--- src/rtl/mem_io_arbiter.sv ---
// Two-requester memory port arbiter: CPU and UART program loader share one
// synchronous-read memory port through a three-state IDLE/ISSUE/RESP FSM.
module mem_io_arbiter #(
  parameter int unsigned ADDR_W = 32,
  parameter int unsigned DATA_W = 32
) (
  input  logic              clk_i,
  input  logic              rst_i,
  input  logic              loader_mode_i,

  input  logic              cpu_req_i,
  input  logic              cpu_we_i,
  input  logic [ADDR_W-1:0] cpu_addr_i,
  input  logic [DATA_W-1:0] cpu_wdata_i,
  output logic              cpu_ack_o,
  output logic [DATA_W-1:0] cpu_rdata_o,

  input  logic              uart_req_i,
  input  logic              uart_we_i,
  input  logic [ADDR_W-1:0] uart_addr_i,
  input  logic [DATA_W-1:0] uart_wdata_i,
  output logic              uart_ack_o,
  output logic [DATA_W-1:0] uart_rdata_o,

  output logic              mem_en_o,
  output logic              mem_we_o,
  output logic [ADDR_W-1:0] mem_addr_o,
  output logic [DATA_W-1:0] mem_wdata_o,
  input  logic [DATA_W-1:0] mem_rdata_i,

  output logic              busy_o
);

  typedef enum logic [1:0] {
    ST_IDLE  = 2'd0,
    ST_ISSUE = 2'd1,
    ST_RESP  = 2'd2
  } state_e;

  typedef enum logic {
    GNT_CPU  = 1'b0,
    GNT_UART = 1'b1
  } grant_e;

  state_e              state_q,   state_d;
  grant_e              grant_q,   grant_d;
  logic                we_q,      we_d;
  logic [ADDR_W-1:0]   addr_q,    addr_d;
  logic [DATA_W-1:0]   wdata_q,   wdata_d;

  logic                cpu_elig;
  logic                uart_elig;
  grant_e              sel;

  // grant_q doubles as last_grant: both are written on the same IDLE->ISSUE edge.
  always_ff @(posedge clk_i or posedge rst_i) begin
    if (rst_i) begin
      state_q <= ST_IDLE;
      grant_q <= GNT_UART;
      we_q    <= 1'b0;
      addr_q  <= '0;
      wdata_q <= '0;
    end else begin
      state_q <= state_d;
      grant_q <= grant_d;
      we_q    <= we_d;
      addr_q  <= addr_d;
      wdata_q <= wdata_d;
    end
  end

  assign cpu_elig  = cpu_req_i & ~loader_mode_i;
  assign uart_elig = uart_req_i;

  always_comb begin
    state_d = state_q;
    grant_d = grant_q;
    we_d    = we_q;
    addr_d  = addr_q;
    wdata_d = wdata_q;
    sel     = GNT_CPU;

    if (cpu_elig && uart_elig) begin
      sel = (grant_q == GNT_UART) ? GNT_CPU : GNT_UART;
    end else if (uart_elig) begin
      sel = GNT_UART;
    end else begin
      sel = GNT_CPU;
    end

    case (state_q)
      ST_IDLE: begin
        if (cpu_elig || uart_elig) begin
          state_d = ST_ISSUE;
          grant_d = sel;
          if (sel == GNT_CPU) begin
            we_d    = cpu_we_i;
            addr_d  = cpu_addr_i;
            wdata_d = cpu_wdata_i;
          end else begin
            we_d    = uart_we_i;
            addr_d  = uart_addr_i;
            wdata_d = uart_wdata_i;
          end
        end
      end
      ST_ISSUE: state_d = ST_RESP;
      ST_RESP:  state_d = ST_IDLE;
      default:  state_d = ST_IDLE;
    endcase
  end

  // Address/data registers only change on a grant, so they hold between accesses.
  assign mem_en_o    = (state_q == ST_ISSUE);
  assign mem_we_o    = (state_q == ST_ISSUE) & we_q;
  assign mem_addr_o  = addr_q;
  assign mem_wdata_o = wdata_q;

  assign cpu_ack_o    = (state_q == ST_RESP) && (grant_q == GNT_CPU);
  assign uart_ack_o   = (state_q == ST_RESP) && (grant_q == GNT_UART);
  assign cpu_rdata_o  = (cpu_ack_o  && !we_q) ? mem_rdata_i : '0;
  assign uart_rdata_o = (uart_ack_o && !we_q) ? mem_rdata_i : '0;

  assign busy_o = (state_q != ST_IDLE);

endmodule
--- config.mk ---
export PLATFORM = sky130hd
export DESIGN_NAME = mem_io_arbiter
export DESIGN_NICKNAME = d
export VERILOG_FILES = /design/src/rtl/mem_io_arbiter.sv
export SDC_FILE = /design/constraint.sdc
export NUM_CORES = 1
export LEC_CHECK = 0
export BUFFER_PORTS_ARGS = -buffer_cell sky130_fd_sc_hd__buf_2
export CELL_PAD_IN_SITES_DETAIL_PLACEMENT = 2
export CELL_PAD_IN_SITES_GLOBAL_PLACEMENT = 2
export CORE_UTILIZATION = 24
export CTS_CLUSTER_DIAMETER = 80
export CTS_CLUSTER_SIZE = 25
export DETAILED_ROUTE_END_ITERATION = 6
export PLACE_DENSITY = 0.84
export SYNTH_ARGS = -nofsm -noshare
export SYNTH_HDL_FRONTEND = slang
export SYNTH_SLANG_ARGS = --single-unit
--- constraint.sdc ---
create_clock -name clk_i -period 2.3 [get_ports clk_i]
set_input_delay 0.23 -clock clk_i [delete_from_list [all_inputs] [get_ports clk_i]]
set_output_delay 0.23 -clock clk_i [all_outputs]
set_load 0.05 [all_outputs]
======== Yosys cells after proc, flatten, opt, wreduce, memory -nomap -nowiden ========
Index checks and enable logic that the tools add are counted.
storage, ports and cells
  flip-flop bits (word level) ............. 68
  input bits .............................. 167
  word-level logic and storage cells ...... 32
  output and inout port bits .............. 133
operators by class
  bitwise logic cells ..................... 4
  eq/ne operators ......................... 3
  reductions and logical operators ........ 10
  multiplexer cells ....................... 10
operators with widths
  operator                                              count
  two-way mux 32 bit                                    4
  logical AND 1 bit                                     5
  two-way mux 1 bit                                     4
  one-hot mux 2 bit (2 select lines)                    1
  bitwise AND 1 bit                                     2
  equality test 2 x 1 -> 1 bit (second input constant)  1
  equality test 2 bit (second input constant)           1
  logical NOT 2 bit                                     1
  two-way mux 2 bit                                     1
  != test 2 bit (second input constant)                 1
  inverter 1 bit                                        2
  AND reduction 2 bit                                   1
  nonzero test 2 bit                                    1
  logical NOT 1 bit                                     1
  logical OR 1 bit                                      1

======== Longest topological paths before layout ========
  depth after elaboration ................. 5
  depth in mapped cells ................... 6

======== Worst setup path after synthesis ========
Ideal clock, no wire load.
  path kind ............................... flip-flop to output port
  start ................................... register state_q[0]
  end ..................................... output cpu_rdata_o[10]
  cell stages (with the launch flop) ...... 5
  data required time ...................... 2.070 ns
  arrival time ............................ 2.539 ns
  path slack .............................. -0.469 ns
  cells stage by stage .................... dfrtp_1 -> nor3b_1 -> and2b_1 -> clkbuf_1 -> and2_1
between the ends
  longest elaborated chain between the ends .. 4
RTL lines
  what                      line  source
  start: declaration        45    state_e state_q, state_d;
  start signal: assignment  64    state_q <= state_d;
  equality test 2 bit       119   assign cpu_ack_o = (state_q == ST_RESP) && (grant_q == GNT_CPU);
  logical AND 1 bit         119
  net cpu_ack_o             15    output logic cpu_ack_o,
  logical AND 1 bit         121   assign cpu_rdata_o = (cpu_ack_o && !we_q) ? mem_rdata_i : '0;
  two-way mux 32 bit        121
  end: declaration          16    output logic [DATA_W-1:0] cpu_rdata_o,
The timed path passes the listed nets, and every way through them passes these cells.

======== Worst setup path after layout ========
  start ................................... register grant_q
  end ..................................... output uart_rdata_o[24]
between the ends
  longest elaborated chain between the ends .. 3
RTL lines
  what                      line  source
  start: declaration        46    grant_e grant_q, grant_d;
  start signal: assignment  65    grant_q <= grant_d;
  logical AND 1 bit         120   assign uart_ack_o = (state_q == ST_RESP) && (grant_q == GNT_UART);
  logical AND 1 bit         122   assign uart_rdata_o = (uart_ack_o && !we_q) ? mem_rdata_i : '0;
  two-way mux 32 bit        122
  end: declaration          23    output logic [DATA_W-1:0] uart_rdata_o,
Every way passes these cells.

==> key figures <==
Outcome
  • Status: complete, no violations

Detailed routing
  • Detail Route Antenna Nets: 0
  • DR vias: between 5000 and 6000
  • Drt pass-1 iters: 4
  • Routed Wire Length: 20.24 mm
  • Initial drt markers: 115
  • Wire length per cell: 20.20 microns
  • Vias/cell: 5.031
  • Post-route DRC: 0

Final layout
  • Fin util: 0.3551
  • Fill count: 2179
  • Area grow syn2layout: 43.39%
  • NumNets Final: 903
  • Share of cells above drive strength 1: 0.5209
  • Area of the multi-input gates: around 0.0027 sq mm
  • Register area: 0.001703 sq mm

Yosys
  • Ys async rst share: 1.000
  • Post-synth top cells: and2_1 (130), dfrtp_1 (67), o21ai_0 (58), a221oi_1 (49), clkbuf_1 (38)
  • Mapped cell area: 0.004695 sq mm
  • Dominant cell type by area after synthesis: dfrtp_1
  • Syn Area/Cell: between 9 and 10 sq um
  • Most used flip-flop cell after synthesis: dfrtp_1
  • Top-count cell post-synth: and2_1
  • Syn_nets: 638
  • Synth warnings: 0
  • Yosys reg bits: 68
  • Synth unique cells: 25
  • EDFF count, synth: 0
  • Cells after Synth: 471
  • Top cells by area, synth: dfrtp_1 (36%), and2_1 (17%), a2bb2oi_2 (9.6%), a221oi_1 (9.1%), a2bb2oi_1 (6.5%)
  • Seq/Total Area, Yosys: 0.3627
  • Share of the synthesized area in the top cell type: 0.3571

Placement
  • GPL Wtd Cong: 0.7538
  • PortBufs: 299
  • DP HPWL: 14.85 mm

Worst setup path
  • Critical path type: flop to output pin
  • Peak fanout along the critical path: 32
  • Crit-path cells: and3b_1, nor2b_1, buf_4, and2_1, buf_2
  • Slowest stage delay, CP: 560 ps
  • Setup crit end kind: output pin
  • Startpoint Class: flop
  • Required time worst endpoint: 2070 ps
  • WP data arrival: 1950 ps
  • Slowest stage cell, crit path: dfstp_2

Hold path
  • HP Class: input pin to flop

CTS
  • Clock-pin slew of the registers on the worst-case setup and hold paths: 70 ps
  • CTS Buffer Depth: 2
  • Post-CTS sizing: 0
  • Clk_lat worst skew: 340 ps
  • TritonCTS clock tree: yes
  • CTS Buf Count: 9
  • Num Clock Sinks: 68
  • Clock Tree Root: clkbuf_16
  • H-tree depth: 3

Floorplan
  • Die Ht: around 140 microns
  • Core region area: 0.01896 sq mm
  • I/O Pins: 300
  • Die ar.: just over 0.02 sq mm
  • Die X-Extent: about 140 microns
  • Initial Utilization: 0.2477
  • Placement Rows: 50

Power and ir drop
  • Leakage power: about 0.0032 uW
  • Tot Pwr: 9684 uW
  • PwrDens: 1439 mW/mm^2
  • Worst VDD drop: 0.0005095 V

STA
  • Worst Max-Slew Pin Slew: 596.7 ps
  • Minimum clock period: 2180 ps
  • Setup TNS: 0 ps
  • Slew HR: 0.6022
  • Slew Viols, Final: 0
  • Final Hold Viols: 0
  • Final setup vio count: 0
  • Maximum clock rate: 458.8 MHz
  • Crit share post-route: 0.9477
  • RSZ-0062 raised after global routing: no
  • Layout Skew: 8.685 ps

Job
  • Count of maximum capacitance violations: 0

Global routing
  • GR Overflow Total: 0
  • Initial antenna violation count: 2
  • GRT Total Usage: 0.1990
  • Vias in the first global route: 5341
  • First-pass GRT wire length: 31.27 mm
  • Pin count of the biggest net entering global routing: between 60 and 70
## final cells by class
| type | count | share of cell area |
|---|---|---|
| clock buffer | 9 | 0.03346 |
| inverter | 3 | 0.002045 |
| sequential | 68 | 0.2530 |
| multi-input combinational | 337 | 0.3978 |
| clock inverter | 7 | 0.01115 |
| tap | 260 | 0.04833 |
| timing repair buffer | 317 | 0.2539 |
| antenna | 1 | 0.0003717 |
## logic make-up after synthesis
family | Yosys count | synth area share
AOI/OAI and AO/OA | 197 | 0.3785
and+or+nand+nor | 140 | 0.1884
DFF | 68 | 0.3627
buffers and inverters | 66 | 0.07036
## layer usage
layer,vias to the layer above,global-route usage,wire [microns]
li1,2294,-,-
met1,2505,0.2404,8333
met2,211,0.3453,10140
met3,29,0.05501,1401
met4,2,0.05376,344
met5,-,0,18
## timing repair
action	CTS	global route
hold endpoints to repair	15	0
setup buffers	0	0
hold buffers	1	0
## metrics by stage
| step | area [sq um] | setup slack (ps) | std cells | hold WS [ps] |
|---|---|---|---|---|
| after detailed placement | 6419 | 472.7 | 984 | 370.8 |
| after floorplan | 4700 | 68.56 | 471 | 382.0 |
| final | 6731 | 120.3 | 1002 | 149.8 |
| after global routing | 6731 | 13.55 | 1002 | 154.0 |
| after global placement | 6419 | 579.2 | 984 | 360.6 |
| after CTS | 6729 | 89.64 | 1001 | 136.6 |
## critical path: cells and delay by family (launching register included)
family                 cells  cell delay [ps]
flip-flops                 1              560
AND/OR/NAND/NOR            3              510
buffers and inverters      2              540
## registers in the layout (all words and copies together), names as in the netlist
| signal | cells |
|---|---|
| state_q | 2 |
| we_q | 1 |
| mem_addr_o | 32 |
| mem_wdata_o | 32 |
| grant_q | 1 |
## power by group
| part | switching (uW) | leakage, uW | internal [uW] |
|---|---|---|---|
| sequential | 430 | 0.000761 | 1810 |
| combinational | 4130 | 0.00225 | 1890 |
| clock | 580 | 0.000138 | 843 |
| total | 5140 | 0.00315 | 4550 |
## final timing paths
kind / cells after the start / from / slack, ps / end
max: 5 / grant_q / 120 / uart_rdata_o[24]
min: 3 / cpu_addr_i[14] / 150 / mem_addr_o[14]
max reg2reg: 4 / state_q[0] / 550 / mem_addr_o[19]
min reg2reg: 1 / state_q[1] / 500 / state_q[1]
max in group asynchronous: 4 / rst_i / 1310 / mem_wdata_o[7]
min in group asynchronous: 4 / rst_i / 550 / mem_addr_o[12]
## layout by cell type, fill, tap and decap left out, types with 3 or more instances in the layout
cell,synthesis,final
buf_2,15,299
a2bb2oi_1,35,35
buf_4,1,11
a221oi_2,16,16
buf_12,0,6
clkinvlp_4,0,3
a221oi_1,49,49
o21ai_1,7,7
a2bb2oi_2,30,30
o21ai_0,58,58
and2_1,130,130
nor2b_1,3,3
dfrtp_1,67,67
clkbuf_16,0,9
(Power assumes the default switching activity.)
